`src/rtl/pu_io_ctrl_pkg.sv`:
```
// Shared types and constants for the PU IO bus: command record, target
// index map and the pu_io_ctrl state encoding.
package pu_io_ctrl_pkg;

  localparam int PU_WIDTH_NBITS = 32;
  localparam int PU_ADDR_NBITS  = 16;
  localparam int PU_FID_NBITS   = 8;

  // Target-select field inside the command address
  localparam int PU_MEM_MULTI_DEPTH_LSB = 12;
  localparam int PU_MEM_MULTI_DEPTH_MSB = 15;
  localparam int TGT_FIELD_NBITS = PU_MEM_MULTI_DEPTH_MSB - PU_MEM_MULTI_DEPTH_LSB + 1;

  localparam int PU_CFG_MEM  = 0;
  localparam int PU_PD_MEM   = 1;
  localparam int PU_FLOW_MEM = 2;
  localparam int PU_STAT_MEM = 3;

  typedef struct packed {
    logic [PU_ADDR_NBITS-1:0]  addr;
    logic [PU_FID_NBITS-1:0]   fid;
    logic                      wr;
    logic [PU_WIDTH_NBITS-1:0] wdata;
  } io_type;

  typedef enum logic [1:0] {
    ST_IDLE  = 2'd0,
    ST_ISSUE = 2'd1,
    ST_WAIT  = 2'd2,
    ST_RESP  = 2'd3
  } io_state_e;

endpackage

```
`src/rtl/pu_io_ctrl.sv`:
```
// PU IO controller: forwards one PU command at a time to the memory targets,
// collects the single expected ack (or times out) and reports back to the PU.
module pu_io_ctrl
  import pu_io_ctrl_pkg::*;
#(
  parameter int NUM_OF_TGT    = 4,
  parameter int WIDTH_NBITS   = PU_WIDTH_NBITS,
  parameter int TIMEOUT_NBITS = 10
) (
  input  logic                              clk,
  input  logic                              rst,
  input  logic                              pu_req,
  input  io_type                            pu_cmd,
  output logic                              pu_busy,
  output logic                              pu_ack,
  output logic [WIDTH_NBITS-1:0]            pu_ack_data,
  output logic                              pu_err,
  output logic                              pu_viol,
  output logic                              io_req,
  output io_type                            io_cmd,
  input  logic [NUM_OF_TGT-1:0]             tgt_ack,
  input  logic [NUM_OF_TGT*WIDTH_NBITS-1:0] tgt_ack_data
);

  localparam logic [TGT_FIELD_NBITS-1:0] NUM_TGT_F = TGT_FIELD_NBITS'(NUM_OF_TGT);
  // Leaving WAIT on this value means the counter lands on all-ones.
  localparam logic [TIMEOUT_NBITS-1:0]   TMO_LAST  = {{(TIMEOUT_NBITS-1){1'b1}}, 1'b0};

  io_state_e                     state_r;
  logic [TGT_FIELD_NBITS-1:0]    exp_tgt_r;
  logic [TIMEOUT_NBITS-1:0]      tmo_cnt_r;

  logic [TGT_FIELD_NBITS-1:0]    req_field_s;
  logic                          req_mapped_s;
  logic [NUM_OF_TGT-1:0]         exp_mask_s;
  logic                          ack_ok_s;
  logic [WIDTH_NBITS-1:0]        sel_data_s;

  // Decode the incoming target field and qualify the returned ack vector.
  always_comb begin
    req_field_s  = pu_cmd.addr[PU_MEM_MULTI_DEPTH_MSB:PU_MEM_MULTI_DEPTH_LSB];
    req_mapped_s = (req_field_s < NUM_TGT_F);
    exp_mask_s   = {{(NUM_OF_TGT-1){1'b0}}, 1'b1} << exp_tgt_r;
    ack_ok_s     = (tgt_ack == exp_mask_s);
  end

  // Select the read data lane belonging to the expected target.
  always_comb begin
    sel_data_s = '0;
    for (int i = 0; i < NUM_OF_TGT; i++) begin
      if (exp_tgt_r == TGT_FIELD_NBITS'(i)) begin
        sel_data_s = tgt_ack_data[i*WIDTH_NBITS +: WIDTH_NBITS];
      end else begin
        sel_data_s = sel_data_s;
      end
    end
  end

  // Transaction FSM with all PU- and target-facing outputs registered.
  always_ff @(posedge clk) begin
    if (rst) begin
      state_r     <= ST_IDLE;
      exp_tgt_r   <= '0;
      tmo_cnt_r   <= '0;
      pu_busy     <= 1'b0;
      pu_ack      <= 1'b0;
      pu_ack_data <= '0;
      pu_err      <= 1'b0;
      pu_viol     <= 1'b0;
      io_req      <= 1'b0;
      io_cmd      <= '0;
    end else begin
      pu_ack      <= 1'b0;
      pu_ack_data <= '0;
      pu_err      <= 1'b0;
      io_req      <= 1'b0;
      pu_viol     <= pu_req & pu_busy;
      case (state_r)
        ST_IDLE: begin
          if (pu_req) begin
            pu_busy <= 1'b1;
            if (req_mapped_s) begin
              io_cmd    <= pu_cmd;
              exp_tgt_r <= req_field_s;
              io_req    <= 1'b1;
              state_r   <= ST_ISSUE;
            end else begin
              pu_ack  <= 1'b1;
              pu_err  <= 1'b1;
              state_r <= ST_RESP;
            end
          end
        end
        ST_ISSUE: begin
          tmo_cnt_r <= '0;
          state_r   <= ST_WAIT;
        end
        ST_WAIT: begin
          if (tgt_ack != '0) begin
            pu_ack  <= 1'b1;
            state_r <= ST_RESP;
            if (ack_ok_s) begin
              pu_ack_data <= io_cmd.wr ? '0 : sel_data_s;
            end else begin
              pu_err <= 1'b1;
            end
          end else begin
            tmo_cnt_r <= tmo_cnt_r + {{(TIMEOUT_NBITS-1){1'b0}}, 1'b1};
            if (tmo_cnt_r == TMO_LAST) begin
              pu_ack  <= 1'b1;
              pu_err  <= 1'b1;
              state_r <= ST_RESP;
            end
          end
        end
        ST_RESP: begin
          pu_busy <= 1'b0;
          state_r <= ST_IDLE;
        end
        default: begin
          pu_busy <= 1'b0;
          state_r <= ST_IDLE;
        end
      endcase
    end
  end

endmodule

```
`config.mk`:
```
export PLATFORM = sky130hd
export DESIGN_NAME = pu_io_ctrl
export DESIGN_NICKNAME = d
export VERILOG_FILES = /design/src/rtl/pu_io_ctrl_pkg.sv /design/src/rtl/pu_io_ctrl.sv
export SDC_FILE = /design/constraint.sdc
export NUM_CORES = 1
export LEC_CHECK = 0
export CORE_AREA = 8 8 136 138
export CTS_CLUSTER_SIZE = 24
export DETAILED_ROUTE_END_ITERATION = 12
export DIE_AREA = 0 0 144 146
export PLACE_DENSITY = 0.65
export REMOVE_ABC_BUFFERS = 1
export SYNTH_ARGS = -nofsm -noshare
export SYNTH_HDL_FRONTEND = slang
export SYNTH_SLANG_ARGS = --single-unit
```
`constraint.sdc`:
```
create_clock -name clk -period 1.7 [get_ports clk]
set_input_delay 0.34 -clock clk [delete_from_list [all_inputs] [get_ports clk]]
set_output_delay 0.34 -clock clk [all_outputs]
set_load 0.02 [all_outputs]
```
==> flow_summary_export.csv, run 1 <==
group,metric,value,unit
run_status,outcome,"finished with violations",
run_status,violations,"setup timing",
timing,skew,0.00999,ns
global_route,overflow,0,
finish,layout.cells.non_filler,1069,
route,wl_per_cell,19.4,um
timing,max_slew.worst_pin.slew,0.564,ns
clocking,cts_root_buffer,"clkbuf_16",
timing,max-slew-margin-rel,0.624,
power,p_per_area,819,nW/um^2
timing,drv_slew,0,
floorplan,io_pins,286,
placement,port-buffer-count,285,
synth,yosys.area.top_type_share,0.439,
synth,synth.most_common_cell,"nand2_1",
global_route,grt_pass1_vias,5463,
synth,ys.flop_type,"dfxtp_1",
finish,nFillCells,1434,
global_route,gr-max-usage-layer,"met2",
clocking,clkSinkCount,106,
global_route,use_met2,0.302,
synth,synth_seq_cells,106,
synth,synth_commonest_cells,"125 x nand2_1, 106 x dfxtp_1, 64 x a21oi_1",
route,drc,0,
clocking,cts_tree,"done",
timing,fin_ws,-0.00795,ns
synth,ys_top_cells_by_area,"dfxtp_1 44%, nand2_1 9.7%, nor4_2 7.0%",
finish,area_growth,86.4,%
placement,gp_congestion,0.887,
timing,period_share,1.00,
floorplan,core,16300,um^2
worst_setup_path,critPathCaptureType,"register",
synth,yosysSeqAreaShare,0.439,
timing,hold_viol,0,
floorplan,rows,47,
placement,placed_area,8180,um^2
timing,hold_ws,0.378,ns
global_route,grt_pass1_wl,29700,um
synth,async_flop_share,0,
synth,synth-edff-count,0,
worst_setup_path,path_class,"register to register",
placement,dp.cells,1037,
route,dr_total_vias,5407,
synth,yosysWarningCount,0,
global_route,antenna_found_initial,2,
worst_setup_path,cp-start-kind,"register",
global_route,gr-usage-met1,0.193,
global_route,grt_util_met3,0.0712,
synth,synth_top_cell_by_area,"dfxtp_1",
clocking,cts_inserted_buffers,9,
floorplan,fp.dieW,144,um
clocking,insertion_delay,0.35,ns
timing,fmax,585,MHz
clocking,cts.clk_slew.worst_paths,0.07,ns
floorplan,initial_core_util,0.297,
job,max_cap_violations,0,
power,ir_worst_vdd,473,uV
finish,final_area,9000,um^2
clocking,cts.htree.levels,3,
power,p_leak,3.55,nW
route,drt-pass1-iter-count,8,
route,drtAntennaViolNets,0,
worst_setup_path,crit_arrival,1.94,ns
clocking,clock_path_buffers,2,
route,drt_iter0_markers,312,
synth,synth_area_per_cell,9.15,um^2
floorplan,die_area,21000,um^2
synth,syn_inst,528,
timing,rsz0062_at_grt,"true",
placement,dp_hpwl,15000,um
worst_setup_path,worstPathRequired,1.93,ns
timing,setup_violations,2,
finish,regArea,2140,um^2
finish,drive_above_1_share,0.184,
finish,fin_nets,1041,
min_path,hold_path_class,"primary input to register",
global_route,grt_max_degree,55,
floorplan,die_h,146,um
worst_setup_path,critPathMaxFanout,14,
synth,netlist_area,4830,um^2
timing,finalSetupTns,-0.0117,ns
synth,synthDistinctLibCells,49,
timing,layout_min_cycle_time,1.71,ns
global_route,track_usage,0.177,
finish,multiInputGateArea,2570,um^2
route,viasPerCell,5.06,
route,wl,20700,um
==> critical path, stage by stage (launching register included) <==
cell and delay [ns]:
dfxtp_4 0.40, nor4_4 0.06, buf_6 0.14, buf_12 0.15, buf_4 0.15, a222oi_1 0.34
a21boi_0 0.29, nor4_2 0.06
==> cell families after synthesis <==
group / Yosys count / share of synthesized area
XOR/XNOR: 2 / 0.00518
multiplexers: 2 / 0.00440
buffers and inverters: 54 / 0.0616
adder cells (fa/ha/maj): 6 / 0.0155
AO/OA/AOI/OAI: 149 / 0.220
flip-flops: 106 / 0.439
AND/OR/NAND/NOR: 209 / 0.254
==> per-stage QoR <==
step | worst slack (ns) | power, mW | utilization
5_1_grt | -0.0978 | 7.73 | 0.553
3_3_place_gp | -0.383 | 4.98 | 0.502
6_report | -0.00795 | 7.38 | 0.553
3_5_place_dp | -0.415 | 5.03 | 0.502
2_1_floorplan | -1.16 | 3.73 | -
4_1_cts | -0.0319 | 7.14 | 0.522
==> layout make-up <==
| cell class | count | share of cell area |
|---|---|---|
| Antenna cell | 1 | 0.000278 |
| Clock buffer | 10 | 0.0265 |
| Sequential cell | 106 | 0.237 |
| Multi-Input combinational cell | 368 | 0.286 |
| Tap cell | 220 | 0.0306 |
| Timing Repair Buffer | 352 | 0.411 |
| Clock inverter | 6 | 0.00556 |
| Inverter | 6 | 0.00250 |
==> power by group <==
part | internal (mW) | total (mW) | switching, mW
sequential | 2.62 | 2.71 | 0.0810
combinational | 1.40 | 2.63 | 1.24
clock | 1.05 | 2.04 | 0.985
==> state kept, by name, summed over array words and instances (netlist names) <==
register / flops
io_cmd: 57
io_req: 1
pu_ack: 1
pu_ack_data: 32
pu_busy: 1
pu_err: 1
pu_viol: 1
state_r: 2
tmo_cnt_r: 10
==> what timing repair did <==
| item | 4_1_cts | 5_1_grt |
|---|---|---|
| pin swaps | 3 | 10 |
| buffers inserted | 0 | 6 |
| hold buffers | 0 | 0 |
| gates cloned | 1 | 8 |
| resized for setup | 16 | 90 |
| setup endpoints to repair | 42 | 116 |
==> worst paths after layout <==
check,startpoint,end,slack [ns],depth (start not counted)
hold / removal,rst,io_cmd[54]$_SDFFE_PP0P_,0.38,3
setup / recovery,io_cmd[54]$_SDFFE_PP0P_,pu_ack_data[10]$_SDFF_PP0_,-0.008,7
setup reg to reg,io_cmd[54]$_SDFFE_PP0P_,pu_ack_data[10]$_SDFF_PP0_,-0.008,7
hold reg to reg,io_cmd[19]$_SDFFE_PP0P_,io_cmd[19]$_SDFFE_PP0P_,0.45,2
==> per-layer routing <==
metal | vias up | routed length, um | part of all wire
met5 | - | 13 | 0.00063
met4 | 2 | 468 | 0.023
met3 | 30 | 2250 | 0.11
met2 | 253 | 10100 | 0.49
met1 | 2569 | 7910 | 0.38
li1 | 2553 | - | -
==> layout by cell type, fill, tap and decap left out, types with 3 or more instances in the layout <==
cell	instances
clkdlybuf4s50_1	254
nand2_1	124
dfxtp_1	101
a21oi_1	63
buf_4	41
a222oi_1	27
nor4_2	24
dlymetal6s2s_1	24
clkbuf_16	16
a21boi_1	14
nor2_1	12
buf_12	10
buf_6	9
nand3_1	7
a21boi_2	7
a21boi_0	6
and3_1	5
o21ai_1	5
nor4_4	5
a221o_1	5
dlygate4sd2_1	5
or3_1	4
dfxtp_4	4
inv_2	3
inv_1	3
or4_1	3
o31ai_1	3
o21ai_2	3
a2111oi_2	3
ha_1	3
Note: power is estimated with default switching activity, not from simulation.
==> run 2, diff against run 1 <==
--- a/config.mk
+++ b/config.mk
@@ -5,12 +5,16 @@
 export SDC_FILE = /design/constraint.sdc
 export NUM_CORES = 1
 export LEC_CHECK = 0
-export CORE_AREA = 8 8 136 138
+export CELL_PAD_IN_SITES_DETAIL_PLACEMENT = 1
+export CELL_PAD_IN_SITES_GLOBAL_PLACEMENT = 2
+export CORE_AREA = 8 8 173 175
 export CTS_CLUSTER_SIZE = 24
 export DETAILED_ROUTE_END_ITERATION = 12
-export DIE_AREA = 0 0 144 146
-export PLACE_DENSITY = 0.65
+export DIE_AREA = 0 0 181 183
+export PLACE_DENSITY = 0.72
+export RECOVER_POWER = 100
 export REMOVE_ABC_BUFFERS = 1
+export SKIP_CTS_REPAIR_TIMING = 1
 export SYNTH_ARGS = -nofsm -noshare
 export SYNTH_HDL_FRONTEND = slang
 export SYNTH_SLANG_ARGS = --single-unit
==> run 2 against run 1 <==
  * The flow still finishes with violations (setup timing)
  * Power up 4.0%
  * Register-to-register slack got worse by 0.03 ns
  * Combinational power is 3% higher
  * Critical path depth stayed put
  * Wire length up 13%
  * Hold slack gained 0.078 ns
  * Non-clock buffer count increased by 17
  * Global-route usage shrank 5.1 points
  * Fmax fell by 1.6%
  * Sequential share of layout area down 0.27 points
  * First-iteration DRC count fell by 36%
  * Largest power group is now combinational cells
==> flow_summary_export.csv, run 2 (synthesized netlist as in run 1, its figures left out) <==
group,metric,value,unit
placement,port-buffer-count,285,
finish,largestRegisters,"io_cmd (57), pu_ack_data (32), tmo_cnt_r (10)",
clocking,cts_root_buffer,"clkbuf_16",
clocking,cts.htree.levels,3,
floorplan,io_pins,286,
worst_setup_path,cp-start-kind,"register",
finish,drive_above_1_share,0.215,
global_route,track_usage,0.127,
worst_setup_path,critical-path-max-stage-delay,0.38,ns
route,wl_met2,10900,um
route,drt-pass1-iter-count,6,
worst_setup_path,critPathCaptureType,"register",
power,internal_power,5.24,mW
global_route,grt_max_degree,46,
power,p_total,7.67,mW
worst_setup_path,cp_top_family,"compound AO/OA/AOI/OAI gates",
job,max_cap_violations,0,
route,viasPerCell,4.43,
timing,drv_slew,0,
route,wl,23300,um
placement,placed_area,8490,um^2
clocking,cts.clk_slew.worst_paths,0.07,ns
finish,regArea,2140,um^2
timing,hold_viol,0,
route,top_layer_used,"met4",
clocking,clock_path_buffers,2,
run_status,outcome,"finished with violations",
timing,skew,0.0117,ns
placement,place_ws,-0.429,ns
timing,layout_min_cycle_time,1.74,ns
power,pwr-share-comb,0.354,
timing,rsz0062_at_grt,"true",
finish,final_cell_mix,"232 x clkdlybuf4s50_1, 124 x nand2_1, 100 x dfxtp_1",
worst_setup_path,crit_slowest_cell,"dfxtp_4",
finish,largest-register,"io_cmd",
power,p_sw,2.43,mW
run_status,violations,"setup timing",
timing,fin_ws,-0.0362,ns
route,dr_total_vias,5371,
timing,fmax,576,MHz
route,drt_iter0_markers,201,
route,drt-met1-wl,9380,um
clocking,cts_inserted_buffers,9,
power,p_leak,3.19,nW
finish,largest_reg_flops,57,
worst_setup_path,worstPathRequired,1.94,ns
placement,dp_hpwl,17200,um
min_path,hold_path_class,"register to register",
timing,max-slew-margin-rel,0.488,
floorplan,rows,61,
worst_setup_path,path_class,"register to register",
power,ir_worst_vdd,381,uV
finish,nFillCells,3101,
finish,layout_commonest_cell,"clkdlybuf4s50_1",
global_route,antenna_found_initial,1,
global_route,grt_pass1_vias,5551,
finish,layout.cells.non_filler,1213,
worst_setup_path,critPathMaxFanout,5,
clocking,cts_tree,"done",
timing,setup_violations,8,
timing,finalSetupTns,-0.150,ns
timing,hold_ws,0.457,ns
power,p_seq_frac,0.353,
floorplan,fp.dieW,181,um
worst_setup_path,crit_chain,"buf_4, nor4b_4, buf_6, clkbuf_16, a221o_1, o21ai_1, a2111oi_2",
finish,area_growth,88.7,%
worst_setup_path,critical_path_buf_inv_count,3,
timing,period_share,1.02,
floorplan,die_h,183,um
placement,gp_congestion,0.875,
route,route.met3.wl,2690,um
floorplan,initial_core_util,0.177,
timing,max_slew.worst_pin.slew,0.768,ns
clocking,clkSinkCount,106,
finish,fin_nets,1058,
finish,postLayoutCoreUtil,0.334,
power,swShare,0.317,
floorplan,core,27300,um^2
finish,multiInputGateArea,2650,um^2
power,p_per_area,842,nW/um^2
global_route,overflow,0,
clocking,insertion_delay,0.36,ns
route,wl_per_cell,19.2,um
finish,final_area,9110,um^2
route,drtAntennaViolNets,0,
floorplan,die_area,33100,um^2
global_route,grt_pass1_wl,32900,um
worst_setup_path,crit_arrival,1.98,ns
placement,dp.cells,1175,
power,power_frac_clock,0.293,
route,drc,0,
==> run 2: cell count changes in the layout (fill, tap and decap cells not counted), sizes merged <==
cell	before	now
bufinv	0	1
buf	62	78
clkdlybuf4s50	254	232
inv	8	10
clkinvlp	1	0
diode	1	2
dlymetal6s2s	24	4
clkbuf	17	65
dlygate4sd2	5	0
clkinv	3	1
==> run 2: worst reg2reg max path, stage by stage (launching register included) <==
cell and delay [ns]:
dfxtp_4 0.38, buf_4 0.14, nor4b_4 0.26, buf_6 0.17, clkbuf_16 0.14, a221o_1 0.13
o21ai_1 0.09, a2111oi_2 0.32
==> run 2: cell type report <==
class	count	area share
Clock inverter	6	0.00769
Tap cell	346	0.0475
Sequential cell	106	0.235
Antenna cell	2	0.000549
Clock buffer	10	0.0262
Multi-Input combinational cell	368	0.291
Timing Repair Buffer	369	0.390
Inverter	6	0.00247
==> run 2: final timing paths <==
| path | start | end | slack (ns) | depth (start not counted) |
|---|---|---|---|---|
| setup / recovery | io_cmd[55]$_SDFFE_PP0P_ | pu_ack_data[21]$_SDFF_PP0_ | -0.04 | 7 |
| hold / removal | io_cmd[38]$_SDFFE_PP0P_ | io_cmd[38]$_SDFFE_PP0P_ | 0.46 | 2 |
| setup reg to reg | io_cmd[55]$_SDFFE_PP0P_ | pu_ack_data[21]$_SDFF_PP0_ | -0.04 | 7 |
| hold reg to reg | io_cmd[38]$_SDFFE_PP0P_ | io_cmd[38]$_SDFFE_PP0P_ | 0.46 | 2 |
==> run 2: routing by layer <==
metal,global-route usage,up-vias
li1,-,2589
met1,0.141,2535
met2,0.206,228
met3,0.0651,19
met4,0.0433,0
met5,0,-
==> run 2: power groups by stage <==
stage	sequential, mW	clock, mW	combinational [mW]
2_1_floorplan	2.91	0	0.821
3_3_place_gp	2.76	0	2.42
3_5_place_dp	2.77	0	2.43
4_1_cts	2.71	2.38	2.44
5_1_grt	2.73	2.47	2.93
6_report	2.71	2.25	2.72
